==> config.mk <==
export PLATFORM = sky130hd
export DESIGN_NAME = spi_mstr16_ctrl
export DESIGN_NICKNAME = d
export VERILOG_FILES = /design/src/rtl/spi_pkg.sv /design/src/rtl/spi_sclk_gen.sv /design/src/rtl/spi_mstr16_ctrl.sv
export SDC_FILE = /design/constraint.sdc
export NUM_CORES = 1
export LEC_CHECK = 0
export ABC_CLOCK_PERIOD_IN_PS = 2600
export BUFFER_PORTS_ARGS = -buffer_cell sky130_fd_sc_hd__buf_2
export CAP_MARGIN = 20
export CORE_MARGIN = 2
export CORE_UTILIZATION = 45
export CTS_CLUSTER_SIZE = 8
export DETAILED_ROUTE_END_ITERATION = 12
export PLACE_DENSITY = 0.71
export SYNTH_ARGS = -nofsm -noshare
export SYNTH_HDL_FRONTEND = slang
export SYNTH_SLANG_ARGS = --single-unit
==> constraint.sdc <==
create_clock -name clk -period 2.6 [get_ports clk]
set_input_delay 0.26 -clock clk [delete_from_list [all_inputs] [get_ports clk]]
set_output_delay 0.26 -clock clk [all_outputs]
set_load 0.1 [all_outputs]
==> src/rtl/spi_pkg.sv <==
// Shared state type and frame-shape constants for the 16-bit SPI master.
package spi_pkg;

    typedef enum logic [1:0] {
        IDLE  = 2'd0,
        FRONT = 2'd1,
        SHIFT = 2'd2,
        BACK  = 2'd3
    } spi_state_e;

    localparam int unsigned FRAME_BITS  = 16;
    localparam int unsigned FRONT_PORCH = 8;
    localparam int unsigned BACK_PORCH  = 8;

endpackage

==> src/rtl/spi_sclk_gen.sv <==
// SCLK divider: free-running count while a frame is active, registered SCLK
// (idle high) and single-cycle rise/fall pulses aligned with the SCLK update.
module spi_sclk_gen
    import spi_pkg::*;
#(
    parameter int unsigned DIV_W = 5
) (
    input  logic             clk,
    input  logic             rst,
    input  logic             en_i,
    input  logic             start_i,
    output logic             sclk_o,
    output logic             rise_o,
    output logic             fall_o,
    output logic [DIV_W-1:0] div_o
);

    localparam int unsigned      HALF      = 2 ** (DIV_W - 1);
    // Preloading the counter makes the first low half begin exactly FRONT_PORCH clk after start.
    localparam logic [DIV_W-1:0] START_CNT = DIV_W'(HALF - FRONT_PORCH);
    localparam logic [DIV_W-1:0] FALL_CNT  = DIV_W'(HALF - 1);

    logic [DIV_W-1:0] div_q, div_d;
    logic             sclk_q, sclk_d;

    assign fall_o = en_i && (div_q == FALL_CNT);
    assign rise_o = en_i && (div_q == '1);
    assign sclk_o = sclk_q;
    assign div_o  = div_q;

    always_comb begin
        div_d  = '0;
        sclk_d = 1'b1;
        if (start_i) begin
            div_d = START_CNT;
        end else if (en_i) begin
            div_d = div_q + DIV_W'(1);
            if (fall_o) begin
                sclk_d = 1'b0;
            end else if (rise_o) begin
                sclk_d = 1'b1;
            end else begin
                sclk_d = sclk_q;
            end
        end
    end

    always_ff @(posedge clk) begin
        if (rst) begin
            div_q  <= '0;
            sclk_q <= 1'b1;
        end else begin
            div_q  <= div_d;
            sclk_q <= sclk_d;
        end
    end

endmodule

==> src/rtl/spi_mstr16_ctrl.sv <==
// 16-bit full-duplex SPI master: one wrt strobe runs one framed transfer.
// Build option SPI_MSTR16_LOOPBACK_EN receives the internal MOSI instead of MISO.
module spi_mstr16_ctrl
    import spi_pkg::*;
#(
    parameter int unsigned DIV_W = 5
) (
    input  logic        clk,
    input  logic        rst,
    input  logic        wrt,
    input  logic [15:0] cmd,
    input  logic        MISO,
    output logic        MOSI,
    output logic        SS_n,
    output logic        SCLK,
    output logic        done,
    output logic [15:0] rd_data
);

    spi_state_e            state_q, state_d;
    logic [FRAME_BITS-1:0] tx_q, tx_d;
    logic [FRAME_BITS-1:0] rx_q, rx_d;
    logic [4:0]            bit_cnt_q, bit_cnt_d;
    logic                  ss_n_q, ss_n_d;
    logic                  done_q, done_d;
    logic                  start, rise, fall, rx_bit;
    logic [DIV_W-1:0]      div;

    assign start = (state_q == IDLE) && wrt;

    spi_sclk_gen #(.DIV_W(DIV_W)) u_sclk_gen (
        .clk     (clk),
        .rst     (rst),
        .en_i    (state_q != IDLE),
        .start_i (start),
        .sclk_o  (SCLK),
        .rise_o  (rise),
        .fall_o  (fall),
        .div_o   (div)
    );

`ifdef SPI_MSTR16_LOOPBACK_EN
    assign rx_bit = tx_q[FRAME_BITS-1];
`else
    assign rx_bit = MISO;
`endif

    always_comb begin
        state_d   = state_q;
        tx_d      = tx_q;
        rx_d      = rx_q;
        bit_cnt_d = bit_cnt_q;
        ss_n_d    = ss_n_q;
        done_d    = done_q;
        case (state_q)
            IDLE: begin
                if (wrt) begin
                    tx_d      = cmd;
                    bit_cnt_d = '0;
                    ss_n_d    = 1'b0;
                    done_d    = 1'b0;
                    state_d   = FRONT;
                end
            end
            FRONT: begin
                if (fall) state_d = SHIFT;
            end
            SHIFT: begin
                // The MSB is already on MOSI from SS_n fall, so the first fall does not shift.
                if (fall && (bit_cnt_q[3:0] != '0)) begin
                    tx_d = {tx_q[FRAME_BITS-2:0], 1'b0};
                end
                if (rise) begin
                    rx_d      = {rx_q[FRAME_BITS-2:0], rx_bit};
                    bit_cnt_d = bit_cnt_q + 5'd1;
                    if (bit_cnt_d[4]) state_d = BACK;
                end
            end
            BACK: begin
                if (div == DIV_W'(BACK_PORCH - 1)) begin
                    ss_n_d  = 1'b1;
                    done_d  = 1'b1;
                    state_d = IDLE;
                end
            end
            default: state_d = IDLE;
        endcase
    end

    always_ff @(posedge clk) begin
        if (rst) begin
            state_q   <= IDLE;
            tx_q      <= '0;
            rx_q      <= '0;
            bit_cnt_q <= '0;
            ss_n_q    <= 1'b1;
            done_q    <= 1'b0;
        end else begin
            state_q   <= state_d;
            tx_q      <= tx_d;
            rx_q      <= rx_d;
            bit_cnt_q <= bit_cnt_d;
            ss_n_q    <= ss_n_d;
            done_q    <= done_d;
        end
    end

    assign MOSI    = tx_q[FRAME_BITS-1];
    assign SS_n    = ss_n_q;
    assign done    = done_q;
    assign rd_data = rx_q;

endmodule

## After elaboration in Yosys (flattened, before gate mapping)

Index checks and enable logic that the tools add are counted.

| word-level totals | value |
|---|---|
| word-level logic and storage cells | 59 |
| bits in registers | 47 |

| cells by class | value |
|---|---|
| bitwise operators | 1 |
| add/sub/neg operators | 2 |
| multiplexer cells | 19 |
| reduce and logical (&&, ||, !) cells | 16 |
| equal/unequal tests | 12 |

Operators with widths:

| cell | number |
|---|---|
| $mux W16 | 2 |
| $pmux W16 S2 | 1 |
| $ne A2 B2 Y1 const B | 6 |
| $add A5 B1 Y5 const B | 2 |
| $mux W2 | 5 |
| $mux W5 | 2 |
| $pmux W5 S2 | 1 |
| $reduce_and A3 Y1 | 3 |
| $mux W4 | 2 |
| $pmux W2 S4 | 1 |
| $reduce_bool A2 Y1 | 4 |
| $eq A5 B3 Y1 const B | 1 |
| $eq A5 B4 Y1 const B | 1 |
| $eq A5 B5 Y1 const B | 1 |
| $reduce_and A5 Y1 | 1 |
| $eq A2 B2 Y1 const B | 2 |
| $logic_and A1 B1 Y1 | 4 |
| $mux W1 | 4 |
| $reduce_bool A4 Y1 | 1 |
| $reduce_or A3 Y1 | 1 |
| $eq A2 B1 Y1 const B | 1 |
| $logic_not A2 Y1 | 1 |
| $pmux W1 S2 | 1 |
| $reduce_and A2 Y1 | 1 |
| $not A1 Y1 | 1 |

## Depth between registers and ports, before layout

| depth | value |
|---|---|
| depth after elaboration | 5 |
| gate-level depth with buffers | 8 |

## By module

A second synthesis with hierarchy kept.

| unflattened totals | value |
|---|---|
| cells, all modules | 242 |
| area, all modules | 2,268.4 um2 |

By module, submodules not included:

| module | cells an instance | area each (um2) | times used | sequential area each (um2) |
|---|---|---|---|---|
| spi_mstr16_ctrl | 214 | 1,993.2 | 1 | 820.8 |
| spi_sclk_gen | 28 | 275.3 | 1 | 120.1 |

## Worst setup path after synthesis

OpenSTA, ideal clock, no wires.

| timing path | value |
|---|---|
| path type | reg2reg |
| start point | register u_sclk_gen.div_q[0] (netlist: u_sclk_gen.div_o[0]) |
| end point | register state_q[0] |
| library setup time | 0.115 ns |
| stages on the path, launching flop included | 7 |
| arrival | 1.606 ns |
| data required time | 2.485 ns |
| slack | 0.880 ns |
| path buffers | 0 |
| cells stage by stage | dfxtp_1 -> ha_1 -> and3_1 -> ha_1 -> and4b_1 -> o311a_1 -> o21a_1 |

| on the way | value |
|---|---|
| cells in the longest elaborated chain, start to end | 4 |
| elaborated cells on any way between the ends | 9 |
| those cells by class | eq/ne (6); reduce/logical (3) |

RTL lines:

| what | line | text |
|---|---|---|
| start: declaration | spi_sclk_gen.sv:23 | `logic [DIV_W-1:0] div_q, div_d;` |
| start signal: assignment | spi_sclk_gen.sv:53 | `div_q <= div_d;` |
| $eq A5 B4 Y1 or $eq A5 B5 Y1 (tied branches) | spi_sclk_gen.sv:26, spi_sclk_gen.sv:27 |  |
| $logic_and A1 B1 Y1, on equally long branches | spi_sclk_gen.sv:26, spi_sclk_gen.sv:27 |  |
| $ne A2 B2 Y1 (no source line) | n/a |  |
| $reduce_and A5 Y1 (no source line) * | n/a |  |
| end signal: assignment | spi_mstr16_ctrl.sv:99 | `state_q <= state_d;` |
| end: declaration | spi_mstr16_ctrl.sv:20 | `spi_state_e state_q, state_d;` |

Mark *: on every way between the ends. The rest lies on a longest branch, timed or not.
A chain may end at the register's enable or synchronous reset.

## Worst setup path after layout

| timing path | value |
|---|---|
| start point | register u_sclk_gen.div_q[0] (netlist: u_sclk_gen.div_o[0]) |
| end point | register tx_q[13] |

| on the way | value |
|---|---|
| cells in the longest elaborated chain, start to end | 5 |

RTL lines:

| what | line | text |
|---|---|---|
| $eq A5 B4 Y1 | spi_sclk_gen.sv:26 | `assign fall_o = en_i && (div_q == FALL_CNT);` |
| $logic_and A1 B1 Y1 | spi_sclk_gen.sv:26 |  |
| $logic_and A1 B1 Y1 | spi_mstr16_ctrl.sv:70 | `if (fall && (bit_cnt_q[3:0] != '0)) begin` |
| $ne A2 B2 Y1 (no source line) | n/a |  |
| $reduce_and A3 Y1 (no source line) | n/a |  |
| end signal: assignment | spi_mstr16_ctrl.sv:100 | `tx_q <= tx_d;` |
| end: declaration | spi_mstr16_ctrl.sv:21 | `logic [FRAME_BITS-1:0] tx_q, tx_d;` |

Every way passes these cells.

==> flow_metrics.py <==
metrics = {
    "final_layout": {
        "drive_above_1_share": 0.326,
        "area_growth_syn_to_layout_pct": 15.1,
        "fin_nets": 296,
        "diodes": 0,
        "fin_area_mm2": 0.00255,
        "num-fill-cells": 437,
    },
    "synthesis": {
        "synth-main-ff-cell": "dfxtp_1",
        "avgSynthCellArea_um2": 9.65,
        "synth_xor_area_frac": 0.0158,
        "netlist_instances": 230,
        "ys_seq_elements": 47,
        "synth_area_mm2": 0.00222,
        "synthMuxAreaShare": 0.0767,
        "synthAdderAreaFrac": 0.0508,
        "synth_top_family_by_area": "simple AND/OR/NAND/NOR gates",
        "synth_edf_count": 0,
        "synth_compound_area_frac": 0.166,
        "synth_nets": 259,
        "ys_seq_area_frac": 0.424,
        "async_reset_ff_frac": 0,
        "yosys_warnings": 0,
        "synth-simple-area-share": 0.207,
        "ys_types": 45,
    },
    "placed_design": {
        "post-place-ws_ps": 552,
        "postPlaceCellArea_mm2": 0.00245,
        "hpwl_mm": 2.77,
        "gp_congestion": 0.751,
        "port_buffers": 39,
    },
    "floorplanning": {
        "die_h_um": 74.2,
        "fp-row-count": 25,
        "boundaryPins": 40,
        "coreArea_mm2": 0.00472,
        "fp.dieW_um": 74.2,
        "start_util": 0.470,
        "die_area_mm2": 0.00551,
    },
    "grt": {
        "antenna_found_initial": 0,
        "met2_usage": 0.252,
        "grt_pass1_vias": 1483,
        "grtUsageMet1": 0.204,
        "grt_use_total": 0.156,
        "grt_overflow_total": 0,
        "grt_max_degree": 40,
        "met3_usage": 0.0379,
        "grt-busiest-layer": "met2",
        "grt_pass1_wl_mm": 6.69,
    },
    "clocking": {
        "cts_max_path_buffers": 2,
        "cts_root_buf": "clkbuf_8",
        "cts_tree": "done",
        "post_cts_resized": 0,
        "clk_pin_slew_ps": 80,
        "clkLatencyLatePin_ps": 290,
        "ctsHoldBuffers": 0,
        "cts_max_level": 2,
        "cts_made_buffers": 5,
        "cts.sinks": 47,
        "cts_setup_buffers": 0,
    },
    "worst_hold_path": {
        "hp-class": "input pin to flop",
        "min_path_cells": 3,
    },
    "sta": {
        "fmax_mhz": 485,
        "tns_ps": 0,
        "timing.slew.headroom": 0.482,
        "grt_setup_unrepaired": "no",
        "setup_slack_ps": 537,
        "clock-skew-final_ps": 9.20,
        "fin_crit_sh": 0.793,
        "period_needed_ps": 2060,
        "slew_violations": 0,
        "tightest_slew_ps": 777,
        "timing.hold.ws_ps": 204,
        "finalHoldViolations": 0,
        "setup_viol": 0,
    },
    "critical_path": {
        "cp_max_fo": 22,
        "reg2reg_depth": 8,
        "max_stage_delay_ps": 370,
        "crit_buf_inv": 1,
        "cpMaxStageDelayCell": "o22ai_4",
        "crit_chain": "ha_1 > and3_1 > ha_1 > nand3b_1 > o22ai_4 > buf_12 > nor2_2 > a211oi_2",
        "cpMostUsedCell": "ha_1",
        "arrival_ps": 2280,
        "crit_path_end_kind": "flop",
        "worst-path-stages": 8,
        "crit_path_start_kind": "flop",
        "crit_family": "compound AO/OA/AOI/OAI gates",
        "path_class": "flop to flop",
        "crit_required_ps": 2820,
    },
    "flow_run": {
        "maxCapViolCount": 0,
    },
    "drt": {
        "drt_first_iter_violations": 87,
        "viasPerCell": 4.96,
        "ant_nets": 0,
        "drc": 0,
        "wirelength_mm": 4.01,
        "firstDrtPassIters": 4,
        "vias": 1657,
        "avgRoutedWirePerCell_um": 12.0,
    },
    "power": {
        "ir_drop_uv": 407,
        "power.density_mw_per_mm2": 913,
        "p_leak_nw": 1.01,
    },
    "run_status": {
        "status": "complete, no violations",
    },
}
[routing by layer]
layer	vias to the layer above	wire length, µm	share of wire
met4	0	72	0.018
met3	7	142	0.035
met1	766	1950	0.49
li1	860	-	-
met5	-	0	0
met2	24	1840	0.46
[kinds of logic (layout without fill, tap and decap cells)]
group                      Yosys count  count (layout)
xor gates and xnor gates             4               4
DFF                                 47              47
muxes                               17              17
buffers and inverters               21              58
AOI/OAI and AO/OA                   46              46
and+or+nand+nor                     86              86
adders and majority gates            9               9
[worst paths after layout]
kind,from,endpoint,slack (ps)
worst max-delay path,u_sclk_gen.div_o[0],tx_q[13],540
worst min-delay path,MISO,rd_data[0],200
worst max register to register,u_sclk_gen.div_o[0],tx_q[13],540
worst min register to register,rd_data[15],rd_data[15],460
[stage by stage]
step | total power [mW] | util | instances
after floorplan | 1.73 | - | 230
after global placement | 1.83 | 0.519 | 327
after detailed placement | 1.85 | 0.519 | 327
after CTS | 2.37 | 0.540 | 334
after global routing | 2.49 | 0.540 | 334
final | 2.33 | 0.540 | 334
[synth_stat cells (4+ instances only)]
master	count	share of area
a211oi_2	15	0.085
a21oi_1	21	0.047
buf_6	4	0.020
clkbuf_1	5	0.0085
dfxtp_1	47	0.42
ha_1	9	0.051
inv_1	7	0.012
mux2i_1	17	0.077
nand2_1	35	0.059
nor2_1	10	0.017
nor2_2	15	0.042
nor3_1	7	0.016
[worst register-to-register path, stage by stage (launching register included)]
cell and delay [ps]:
dfxtp_1 360, ha_1 210, and3_1 200, ha_1 220, nand3b_1 150, o22ai_4 370
buf_12 250, nor2_2 60, a211oi_2 190
[state kept, by name, summed over array words and instances (netlist names)]
signal	flops
tx_q	16
u_sclk_gen.div_o	5
bit_cnt_q	5
SS_n	1
rd_data	16
done	1
u_sclk_gen.sclk_o	1
state_q	2
[placed cells by master (no fill, tap or decap), types with 9 or more instances in the layout]
cell type and count:
ha_1 9, a21oi_1 21, nor2_2 15, nand2_1 35, a211oi_2 15, dfxtp_1 47, nor2_1 10, mux2i_1 17
buf_2 39
[final cells by class]
cell class | count | area [µm²] | area share
Clock inverter | 1 | 30.0 | 0.0118
Inverter | 7 | 26.3 | 0.0103
Timing Repair Buffer | 44 | 245 | 0.0961
Tap cell | 67 | 83.8 | 0.0328
Sequential cell | 47 | 941 | 0.369
Clock buffer | 6 | 72.6 | 0.0284
Multi-Input combinational cell | 162 | 1150 | 0.452
[where the power goes]
part / switching, mW / internal (mW)
Combinational: 0.511 / 0.374
Sequential: 0.0899 / 0.847
Clock: 0.228 / 0.282
Total: 0.828 / 1.50
No activity file was read; power rests on OpenSTA's default activity.
